### src/rtl/bus_pkg.sv
// Shared bus definitions for slaves on the interconnect: slave FSM states,
// wait-counter width and response codes also used by the default slave.
package bus_pkg;

  typedef enum logic [1:0] {
    IDLE = 2'd0,
    WAIT = 2'd1,
    RESP = 2'd2
  } bus_slv_state_e;

  localparam int unsigned WaitCntWidth = 4;

  localparam logic BusErrNone = 1'b0;
  localparam logic BusErrAddr = 1'b1;

endpackage

### src/rtl/bus_reg_slave_if.sv
// Request/response channel between the interconnect and one register-bank slave.
interface bus_reg_slave_if #(
  parameter int unsigned DWidth = 32
) ();

  logic                  sel_i;
  logic                  req_i;
  logic                  we_i;
  logic [DWidth-1:0]     addr_i;
  logic [DWidth-1:0]     wdata_i;
  logic [DWidth/8-1:0]   be_i;
  logic                  ready_o;
  logic                  rvalid_o;
  logic [DWidth-1:0]     rdata_o;
  logic                  err_o;

  modport slave (
    input  sel_i, req_i, we_i, addr_i, wdata_i, be_i,
    output ready_o, rvalid_o, rdata_o, err_o
  );

  modport master (
    output sel_i, req_i, we_i, addr_i, wdata_i, be_i,
    input  ready_o, rvalid_o, rdata_o, err_o
  );

endinterface

### src/rtl/bus_wait_timer.sv
// Loadable down-counter; done is high whenever the count sits at zero.
module bus_wait_timer
  import bus_pkg::*;
#(
  parameter int unsigned Width = WaitCntWidth
) (
  input  logic             clk_i,
  input  logic             rst_ni,
  input  logic             load_i,
  input  logic [Width-1:0] load_val_i,
  input  logic             dec_i,
  output logic             done_o
);

  logic [Width-1:0] cnt_q;

  always_ff @(posedge clk_i or negedge rst_ni) begin
    if (!rst_ni) begin
      cnt_q <= '0;
    end else if (load_i) begin
      cnt_q <= load_val_i;
    end else if (dec_i && (cnt_q != '0)) begin
      cnt_q <= cnt_q - Width'(1);
    end
  end

  assign done_o = (cnt_q == '0);

endmodule

### src/rtl/bus_reg_slave.sv
// Register-bank slave: accepts one request at a time, waits WaitCycles,
// then pulses a registered response and commits byte-enabled writes.
module bus_reg_slave
  import bus_pkg::*;
#(
  parameter int unsigned       DWidth     = 32,
  parameter logic [DWidth-1:0] BaseAddr   = '0,
  parameter int unsigned       NumRegs    = 4,
  parameter int unsigned       WaitCycles = 1
) (
  input  logic                      clk_i,
  input  logic                      rst_ni,
  bus_reg_slave_if.slave            bus,
  output logic [NumRegs*DWidth-1:0] regs_o
);

  localparam int unsigned BeW     = DWidth / 8;
  localparam int unsigned AddrLsb = $clog2(BeW);
  localparam int unsigned IdxW    = (NumRegs > 1) ? $clog2(NumRegs) : 1;
  localparam logic [DWidth-1:0] AlignMask = DWidth'(BeW - 1);
  localparam logic [WaitCntWidth-1:0] WaitLoad =
    (WaitCycles == 0) ? '0 : WaitCntWidth'(WaitCycles - 1);

  bus_slv_state_e state_q, state_d;

  logic              accept;
  logic              tmr_load, tmr_dec, tmr_done;
  logic [DWidth-1:0] offset, word_off;
  logic [IdxW-1:0]   live_idx;
  logic              live_err;

  logic              we_p0;
  logic [DWidth-1:0] wdata_p0;
  logic [BeW-1:0]    be_p0;
  logic [IdxW-1:0]   idx_p0;
  logic              err_p0;

  logic              cur_we, cur_err;
  logic [IdxW-1:0]   cur_idx;

  logic              rvalid_p1, err_p1;
  logic [DWidth-1:0] rdata_p1;

  logic [NumRegs-1:0][DWidth-1:0] regs_q;

  assign accept = bus.sel_i & bus.req_i & (state_q == IDLE);

  // Address decode of the live request
  always_comb begin
    offset   = bus.addr_i - BaseAddr;
    word_off = offset >> AddrLsb;
    live_idx = word_off[IdxW-1:0];
    live_err = (bus.addr_i < BaseAddr) ||
               ((offset & AlignMask) != '0) ||
               (word_off >= DWidth'(NumRegs));
  end

  // Stage p0: request capture at accept
  always_ff @(posedge clk_i) begin
    if (accept) begin
      we_p0    <= bus.we_i;
      wdata_p0 <= bus.wdata_i;
      be_p0    <= bus.be_i;
      idx_p0   <= live_idx;
      err_p0   <= live_err ? BusErrAddr : BusErrNone;
    end
  end

  // With zero wait states the response is built straight from the live request.
  always_comb begin
    if (state_q == IDLE) begin
      cur_we  = bus.we_i;
      cur_idx = live_idx;
      cur_err = live_err ? BusErrAddr : BusErrNone;
    end else begin
      cur_we  = we_p0;
      cur_idx = idx_p0;
      cur_err = err_p0;
    end
  end

  bus_wait_timer #(
    .Width (WaitCntWidth)
  ) u_timer (
    .clk_i      (clk_i),
    .rst_ni     (rst_ni),
    .load_i     (tmr_load),
    .load_val_i (WaitLoad),
    .dec_i      (tmr_dec),
    .done_o     (tmr_done)
  );

  always_ff @(posedge clk_i or negedge rst_ni) begin
    if (!rst_ni) begin
      state_q <= IDLE;
    end else begin
      state_q <= state_d;
    end
  end

  always_comb begin
    state_d = state_q;
    case (state_q)
      IDLE: if (accept) state_d = (WaitCycles == 0) ? RESP : WAIT;
      WAIT: if (tmr_done) state_d = RESP;
      RESP: state_d = IDLE;
      default: state_d = IDLE;
    endcase
  end

  always_comb begin
    bus.ready_o = (state_q == IDLE);
    tmr_load    = accept;
    tmr_dec     = (state_q == WAIT);
  end

  // Stage p1: registered response, loaded on the edge entering RESP
  always_ff @(posedge clk_i or negedge rst_ni) begin
    if (!rst_ni) begin
      rvalid_p1 <= 1'b0;
      err_p1    <= 1'b0;
      rdata_p1  <= '0;
    end else begin
      rvalid_p1 <= (state_d == RESP);
      err_p1    <= (state_d == RESP) && (cur_err == BusErrAddr);
      rdata_p1  <= ((state_d == RESP) && !cur_we && (cur_err == BusErrNone))
                   ? regs_q[cur_idx] : '0;
    end
  end

  always_ff @(posedge clk_i or negedge rst_ni) begin
    if (!rst_ni) begin
      regs_q <= '0;
    end else if ((state_q == RESP) && we_p0 && (err_p0 == BusErrNone)) begin
      for (int k = 0; k < BeW; k++) begin
        if (be_p0[k]) regs_q[idx_p0][8*k +: 8] <= wdata_p0[8*k +: 8];
      end
    end
  end

  assign bus.rvalid_o = rvalid_p1;
  assign bus.rdata_o  = rdata_p1;
  assign bus.err_o    = err_p1;
  assign regs_o       = regs_q;

endmodule

### src/flat_wrapper.sv
// flat-port wrapper written by rule: the top's interface ports become plain ports
module bus_reg_slave_flat import bus_pkg::*;
#(
  parameter int unsigned       DWidth     = 32,
  parameter logic [DWidth-1:0] BaseAddr   = '0,
  parameter int unsigned       NumRegs    = 4,
  parameter int unsigned       WaitCycles = 1
)
  (clk_i, rst_ni, regs_o, bus_sel_i, bus_req_i, bus_we_i, bus_addr_i, bus_wdata_i, bus_be_i, bus_ready_o, bus_rvalid_o, bus_rdata_o, bus_err_o);
  bus_reg_slave_if #(.DWidth(DWidth)) bus_i ();
  input  logic clk_i;
  input  logic rst_ni;
  output logic [NumRegs*DWidth-1:0] regs_o;
  input wire logic [$bits(bus_i.sel_i)-1:0] bus_sel_i;
  input wire logic [$bits(bus_i.req_i)-1:0] bus_req_i;
  input wire logic [$bits(bus_i.we_i)-1:0] bus_we_i;
  input wire logic [$bits(bus_i.addr_i)-1:0] bus_addr_i;
  input wire logic [$bits(bus_i.wdata_i)-1:0] bus_wdata_i;
  input wire logic [$bits(bus_i.be_i)-1:0] bus_be_i;
  output wire logic [$bits(bus_i.ready_o)-1:0] bus_ready_o;
  output wire logic [$bits(bus_i.rvalid_o)-1:0] bus_rvalid_o;
  output wire logic [$bits(bus_i.rdata_o)-1:0] bus_rdata_o;
  output wire logic [$bits(bus_i.err_o)-1:0] bus_err_o;
  assign bus_i.sel_i = bus_sel_i;
  assign bus_i.req_i = bus_req_i;
  assign bus_i.we_i = bus_we_i;
  assign bus_i.addr_i = bus_addr_i;
  assign bus_i.wdata_i = bus_wdata_i;
  assign bus_i.be_i = bus_be_i;
  assign bus_ready_o = bus_i.ready_o;
  assign bus_rvalid_o = bus_i.rvalid_o;
  assign bus_rdata_o = bus_i.rdata_o;
  assign bus_err_o = bus_i.err_o;
  bus_reg_slave #(.DWidth(DWidth), .BaseAddr(BaseAddr), .NumRegs(NumRegs), .WaitCycles(WaitCycles)) u_core (.clk_i(clk_i), .rst_ni(rst_ni), .bus(bus_i), .regs_o(regs_o));
endmodule
### config.mk
export PLATFORM = sky130hd
export DESIGN_NAME = bus_reg_slave_flat
export DESIGN_NICKNAME = d
export VERILOG_FILES = /design/src/rtl/bus_pkg.sv /design/src/rtl/bus_reg_slave_if.sv /design/src/rtl/bus_wait_timer.sv /design/src/rtl/bus_reg_slave.sv /design/src/flat_wrapper.sv
export SDC_FILE = /design/constraint.sdc
export NUM_CORES = 1
export LEC_CHECK = 0
export ABC_AREA = 1
export BUFFER_PORTS_ARGS = -buffer_cell sky130_fd_sc_hd__buf_2
export CORE_MARGIN = 10
export CORE_UTILIZATION = 48
export DETAILED_ROUTE_END_ITERATION = 8
export PLACE_DENSITY = 0.86
export SYNTH_ARGS = -nofsm -noshare
export SYNTH_HDL_FRONTEND = slang
export SYNTH_HIERARCHICAL = 1
export SYNTH_SLANG_ARGS = --single-unit
### constraint.sdc
create_clock -name clk_i -period 3.1 [get_ports clk_i]
set_input_delay 0.62 -clock clk_i [delete_from_list [all_inputs] [get_ports clk_i]]
set_output_delay 0.62 -clock clk_i [all_outputs]
set_load 0.1 [all_outputs]
==> results.txt, run 1 <==
The post-synthesis sequential area ratio was 60.7%. The number of levels the H-tree was split into was 1; the initial core utilization was 49.2%. The width of the die was 156 um. The count of boundary I/O pins was 236; the maximum root-to-sink buffer count was 3.

The final setup skew was 0.0153 ns; the leakage power was 5.66 nW. The multiplexer share of the synthesized area is 0%, and the setup TNS is 0 ns. The synthesized netlist occupies a cell area of 8900 um^2.

Synthesis instantiated 29 different standard cells from the library. Averaged over all synthesized cells, the footprint is 9.40 um^2. The initialized floorplan defines 49 standard-cell rows. Clock tree root buffer cell: sky130_fd_sc_hd__clkbuf_16. The run gives 2740 um^2 as the area used by multi-input combinational logic. After clock tree synthesis, the clock-pin slew on the worst setup and hold paths is 0.06 ns. Max-cap violations in this run came to 0.

The worst-case IR drop observed on VDD is 0.633 mV. For the number of hold-slack violations in the final timing report, the log shows 0. The simple logic cell fraction of the synthesized area came out at 17.1%. The tools report the total DRC errors in the routed layout as 0. The synthesized netlist devotes 0.141% of its cell area to adder and majority cells. Number of resized instances in the post-cts repair step: 0. The run gives 0 as the quantity of hold-fixing buffers added after cts.

The fraction of the core area covered by cells at the end of the flow was 60.7%. The share of the clock period used by the worst path after layout works out to 75.8%. The critical path is of the reg2out type. The core region is 18100 um^2. Summing the areas of all compound-gate instances in the mapped netlist gives 13.0% of the synthesized area. TritonCTS built the clock tree.

In this run, the number of DRC markers left after iteration 0 of detailed routing was 497. The synthesized design contains 40 enable-type register cells. For the initial antenna violation count, the log shows 1. The run gives 22 as the number of buffers created by CTS. The die covers 24400 um^2.

The routed design could run at a clock period as short as 2.35 ns. The tools report the number of nets in the final layout as 1253. The routed length per placed instance is 17.1 um. After detailed routing, the number of vias per cell comes to 5.08.

The run gives 208 as the total clock sinks. Once detail routing completed, the nets flagged for antenna violations numbered 0. The register cell area after layout is 5410 um^2, and the synthesized-area fraction occupied by xor and xnor cells is 0%. The number of buffers added on ports is 235. Synthesis handed over a netlist of 947 instances. Height of the chip: 156 um.

The class of the tightest hold or removal check was in2async. The number of setup violations in the final report came out at 0. The worst setup path is launched from a register. STA classifies the critical path endpoint as an output pin.

STA puts the critical path data required time at 2.48 ns. For this run the aggregate overflow at the end of global routing stands at 0. The number of search-and-repair iterations in the first detailed-routing pass was 5.

Yosys printed 6 warnings. The HPWL after detailed placement is 17300 um. The layout overhead on the synthesized area is 23.2%.

The async set-reset flop share out of synthesis is 80.8%. Wires add up to 24300 um. Measured against its own limit, the worst slew margin works out to 42.6%. The share of layout cells above drive strength 1 is 25.0%.

In this run the worst path has a maximum fanout of 6. The number of slew-limit violations in the final report was 0. The tools report the first-pass GRT wire length as 38900 um. After synthesis, the largest family of logic cells by area is simple AND/OR/NAND/NOR gates. In this run the post-CTS setup repair buffer count came out at 0.

For the pin count of the biggest net entering global routing, the log shows 129. The worst-case hold slack is 0.0589 ns, and the number of filler cells placed in the layout is 1497. The flow ran to the end, and the final reports show no timing, DRC or antenna violations.

Static timing analysis puts the maximum clock frequency at 426 MHz. The clock insertion delay at the later pin of the skew report was 0.50 ns. The run gives 7413 as the via count of the first global-routing pass. At the end of routability-driven placement, the weighted congestion stood at 0.861. For this block, the via count after detailed routing is 7227. The ratio of total power to cell area is 936 nW/um^2.

Setup repair after global routing left no endpoint under its margin. The top flip-flop cell by instance count after synthesis was sky130_fd_sc_hd__dfrtp_1. For this run, the total global-route usage over all layers was measured as 19.6%. At the pin with the least slew margin, the transition time is 0.858 ns. Data arrives at the worst endpoint at 1.73 ns.

The synthesized design contains 208 register bits.
metal layers:
layer  wire, um  part of all wire (%)  vias up  global-route usage (%)
li1           -                     -     3511                       -
met1       9740                    40     3378                    24.0
met2      11900                    49      285                    32.9
met3       1820                   7.5       53                    4.38
met4        807                   3.3        0                    8.22
met5          0                     0        -                       0
critical path: stages (launching register included):
cell                      delay, ns
sky130_fd_sc_hd__dfrtp_1       0.42
sky130_fd_sc_hd__nor2_2        0.31
sky130_fd_sc_hd__buf_2         0.51
cells in the mapped netlist, types with 2 or more instances:
master / n / area (um^2)
sky130_fd_sc_hd__buf_2: 20 / 100
sky130_fd_sc_hd__buf_4: 2 / 15.0
sky130_fd_sc_hd__buf_6: 8 / 90.1
sky130_fd_sc_hd__clkbuf_1: 8 / 30.0
sky130_fd_sc_hd__dfrtp_1: 168 / 4200
sky130_fd_sc_hd__edfxtp_1: 40 / 1200
sky130_fd_sc_hd__inv_1: 144 / 541
sky130_fd_sc_hd__inv_2: 2 / 7.51
sky130_fd_sc_hd__nand2_1: 260 / 976
sky130_fd_sc_hd__nand2_2: 2 / 12.5
sky130_fd_sc_hd__nand3_1: 12 / 60.1
sky130_fd_sc_hd__nand3_4: 10 / 175
sky130_fd_sc_hd__nand3b_1: 3 / 22.5
sky130_fd_sc_hd__nor2_1: 58 / 218
sky130_fd_sc_hd__nor2_2: 3 / 18.8
sky130_fd_sc_hd__o211ai_1: 64 / 480
sky130_fd_sc_hd__o21ai_0: 120 / 601
sky130_fd_sc_hd__o21ai_1: 12 / 60.1
worst paths after layout:
kind                                                start                             end  slack, ns  cells after the start
setup / recovery              u_core/state_q[0]$_DFF_PN0_                     bus_ready_o       0.75                      2
hold / removal                                     rst_ni   u_core/regs_o[36]$_DFFE_PN0P_       0.06                      1
setup reg to reg                  u_core/err_p0$_DFFE_PP_   u_core/regs_o[94]$_DFFE_PN0P_       0.90                      3
hold reg to reg            u_core/regs_o[126]$_DFFE_PN0P_  u_core/regs_o[126]$_DFFE_PN0P_       0.50                      2
max in group asynchronous                          rst_ni   u_core/regs_o[55]$_DFFE_PN0P_       2.22                      2
min in group clk_i                        bus_wdata_i[24]   u_core/wdata_p0[24]$_DFFE_PP_       0.30                      1
flip-flops by register name, summed over array words and instances, names as in the netlist:
register,count
u_core/be_p0,4
u_core/bus.err_o,1
u_core/bus.rdata_o,32
u_core/bus.rvalid_o,1
u_core/err_p0,1
u_core/idx_p0,2
u_core/regs_o,128
u_core/state_q,2
u_core/u_timer/cnt_q,4
u_core/wdata_p0,32
u_core/we_p0,1
final cells by class:
class                           count  area share [%]
Antenna cell                        1          0.0228
Sequential cell                   208            49.3
Tap cell                          229            2.61
Multi-Input combinational cell    555            25.0
Inverter                          147            5.03
Clock buffer                       35            5.93
Clock inverter                      4           0.468
Timing Repair Buffer              245            11.7
through the flow:
step / instances / power, mW / cell area (um^2) / worst slack [ns]
finish: 1424 / 10.3 / 11000 / 0.752
global route: 1424 / 10.8 / 11000 / 0.654
CTS: 1423 / 10.3 / 11000 / 0.721
detailed placement: 1384 / 7.76 / 10300 / 0.876
floorplan: 950 / 6.88 / 8920 / 0.243
global placement: 1384 / 7.65 / 10300 / 1.02
where the power goes:
group	leakage, nW	total, mW	switching [mW]	internal (mW)
clock network	0.338	2.55	1.03	1.52
logic	2.63	4.29	3.46	0.826
registers	2.69	3.43	0.275	3.16
total	5.66	10.3	4.76	5.51
cells in the final DEF (no fill, tap or decap), drive strengths merged:
| cell type | count |
|---|---|
| clkbuf | 35 |
| inv | 146 |
| o21bai | 1 |
| nand2 | 263 |
| ha | 1 |
| and2 | 1 |
| nor2 | 61 |
| buf | 245 |
| o21ai | 132 |
| or2 | 1 |
| clkinv | 3 |
| nand3b | 3 |
| clkinvlp | 1 |
| nor3 | 1 |
| bufinv | 1 |
| o22ai | 1 |
| diode | 1 |
| edfxtp | 40 |
| o211ai | 64 |
| conb | 4 |
| nand3 | 22 |
| dfrtp | 168 |
logic make-up after synthesis:
group | count (synthesis)
AO/OA/AOI/OAI | 198
adder cells (fa/ha/maj) | 1
flip-flops | 208
buffers and inverters | 187
other | 1
AND/OR/NAND/NOR | 352
Power figures use the tool's default switching activity.
==> inputs of run 2 (changes only) <==
- CORE_UTILIZATION: 48 -> 53
- PLACE_DENSITY: 0.86 -> 0.89
- clock period: 3.1 -> 2.5 ns (I/O delays scaled with it)
==> results.txt, run 2 (synthesis results as in run 1) <==
The cell count along the critical path was 7 (+5). The logs give 17300 um (about the same) for the placed wire-length estimate and 0 (unchanged) for the number of hold-slack violations in the final timing report. The number of buffers added on ports was 235 (unchanged). The maximum fanout along the worst path is 32 (+26), and the total clock sinks is 208 (unchanged). Leaving out fill and tap cells, the most frequent cell in the layout is sky130_fd_sc_hd__nand2_1. The average vias per placed instance works out to 5.19 (+2.2%). Compared with the post-synthesis result, the final layout area differs by 23.6%. The logs give 0 ns (unchanged) for the setup TNS and 0.34 ns (-0.56 ns) for the setup slack of the worst register-to-register path. The height of the chip came out at 150 um (-4.2%).

The reg-to-reg endpoint was u_core/bus.rdata_o[2]$_DFF_PN0_. The signal on the critical path passes through nor2_4, o21ai_4, inv_2, o211ai_1, nand2_1, inv_1, nor2_1. The worst endpoint required time was 2.84 ns (+0.36 ns); the maximum root-to-sink buffer count was 3 (unchanged). The logs give 47 (-4.1%) for the number of placement rows and 5 (unchanged) for the number of search-and-repair iterations in the first detailed-routing pass.

TritonCTS built the clock tree. The width of the die was 150 um (-4.2%); the quantity of hold-fixing buffers added after cts was 0 (unchanged). The tools report the number of slew-limit violations in the final report as 0 (unchanged). The slowest stage of the critical path belongs to the cell sky130_fd_sc_hd__o21ai_4. Post-CTS setup-driven buffer insertion count: 0 (unchanged).

STA classifies the critical path endpoint as a register. The run gives 0 (unchanged) as the sum of overflow across all layers after global routing. The critical path in this run is classified as reg2reg. The tools report the worst IR drop on VDD as 0.860 mV (+36%). The placeable core area is 16500 um^2 (-8.6%), and the pin count of the biggest net entering global routing is 63 (-51%). The clock insertion delay at the later pin of the skew report was 0.48 ns (-0.02 ns).

The number of setup violations in the final report was 0 (unchanged). Critical path buffer and inverter count: 2 (+1). The run finished with clean final reports.

The ratio of total power to cell area is 1150 nW/um^2 (+23%), and the final setup skew is 0.00902 ns (-0.00628 ns). The via count of the first global-routing pass is 7307 (-1.4%). For the count of boundary I/O pins, the log shows 236 (unchanged). The run gives 0 (unchanged) as the total DRC errors in the routed layout. The leakage power is 5.70 nW (+0.63%). The run gives 22400 um^2 (-8.3%) as the area enclosed by the die boundary.

Following the worst setup path forward leads to its endpoint at u_core/bus.rdata_o[2]$_DFF_PN0_. Peak per-stage delay on the critical path: 0.52 ns (about the same). The run gives 7358 (+1.8%) as the total number of vias.

The share of layout cells above drive strength 1 was 25.4% (+0.42 points). Starting DRC count in detailed routing: 425 (-14%). The run gives 54.2% (+12 points) as the worst relative slew slack.

Setup repair after global routing left no endpoint under its margin. The class of the tightest hold or removal check was in2async. The total power came out at 12.7 mW (+23%). The share of the clock period used by the worst path after layout works out to 86.3%. Timing would allow up to 463 MHz. Post-detailed-routing wire length: 24300 um (-0.15%).

For the arrival time at the worst endpoint, the log shows 2.50 ns (+0.77 ns). The clock-pin slew on the worst setup and hold paths is 0.06 ns (about the same), and the worst-case hold slack is 0.0202 ns (-0.0387 ns). The initial antenna violation count was 1 (unchanged).

The critical register-to-register path startpoint was u_core/state_q[0]$_DFF_PN0_. Global routing usage summed across all routing layers: 21.1% (+1.4 points). The routed design could run at a clock period as short as 2.16 ns. The flip-flop count of the largest register after layout works out to 128 (unchanged). The most critical setup path has its startpoint at u_core/state_q[0]$_DFF_PN0_. The tools report the number of nets in the final layout as 1258 (+0.40%).

The number of resized instances in the post-cts repair step is 0 (unchanged). The cell family contributing the most delay on the critical path is compound AO/OA/AOI/OAI gates. The logs give 53.9% (+4.7 points) for the initial core utilization and 1419 (-0.35%) for the count of non-filler cells in the finished layout.

The run gives 37900 um (-2.6%) as the first-pass GRT wire length. The worst setup path is launched from a register. In the layout the commonest cells are 260 x sky130_fd_sc_hd__nand2_1, 234 x sky130_fd_sc_hd__buf_2, 168 x sky130_fd_sc_hd__dfrtp_1.

The placer congestion estimate was 0.899 (+4.4%); the routed length per placed instance was 17.1 um (+0.20%). The fraction of the core area covered by cells at the end of the flow came out at 66.6% (+5.9 points). The slew of the pin with the lowest slew margin was 0.686 ns (-0.172 ns). The total instance count after detailed placement was 1381 (-0.22%). The number of levels the H-tree was split into was 1 (unchanged); the logic depth of the worst register-to-register path was 7 (+4). The clock tree root buffer cell was sky130_fd_sc_hd__clkbuf_16. The run gives 21 (-4.5%) as the number of buffers created by CTS. The number of routed nets with antenna violations was 0 (unchanged); the max-capacitance violation count was 0 (unchanged).
## run 2: power breakdown
group / switching [mW] / internal, mW / leakage [nW] / total, mW
logic: 4.30 / 1.06 / 2.67 / 5.36
clock network: 1.23 / 1.84 / 0.333 / 3.06
registers: 0.339 / 3.92 / 2.69 / 4.25
total: 5.86 / 6.82 / 5.70 / 12.7
## run 2: per-stage QoR
| stage | setup WS [ns] | cell area, um^2 |
|---|---|---|
| after floorplan | 0.0478 | 8930 |
| final | 0.342 | 11000 |
| after global routing | 0.238 | 11000 |
| after detailed placement | 0.385 | 10300 |
| after global placement | 0.538 | 10300 |
| after CTS | 0.346 | 11000 |
## run 2: worst min path at each step
stage,to,cells after the start,start
after CTS,u_core/u_timer/cnt_q[0]$_DFFE_PN0P_,1,rst_ni
after global placement,u_core/regs_o[40]$_DFFE_PN0P_,2,u_core/regs_o[40]$_DFFE_PN0P_
after floorplan,u_core/bus.err_o$_DFF_PN0_,0,rst_ni
after detailed placement,u_core/regs_o[61]$_DFFE_PN0P_,2,u_core/regs_o[61]$_DFFE_PN0P_
final,u_core/regs_o[34]$_DFFE_PN0P_,1,rst_ni
after global routing,u_core/regs_o[64]$_DFFE_PN0P_,1,rst_ni
## run 2: routing by layer
layer | wire length, um | vias to the layer above | track usage [%]
met5 | 0 | - | 0
met3 | 2050 | 43 | 5.19
li1 | - | 3513 | -
met1 | 9270 | 3495 | 25.0
met4 | 583 | 0 | 6.82
met2 | 12400 | 307 | 36.8
## run 2: cell type report
cell class / instances / area [um^2]
antenna: 1 / 2.50
clock buffer: 29 / 586
clock inverter: 8 / 87.6
fill: 1243 / 5520
inverter: 147 / 552
multi-input combinational: 555 / 2750
sequential: 208 / 5410
tap: 220 / 275
timing repair buffer: 251 / 1350
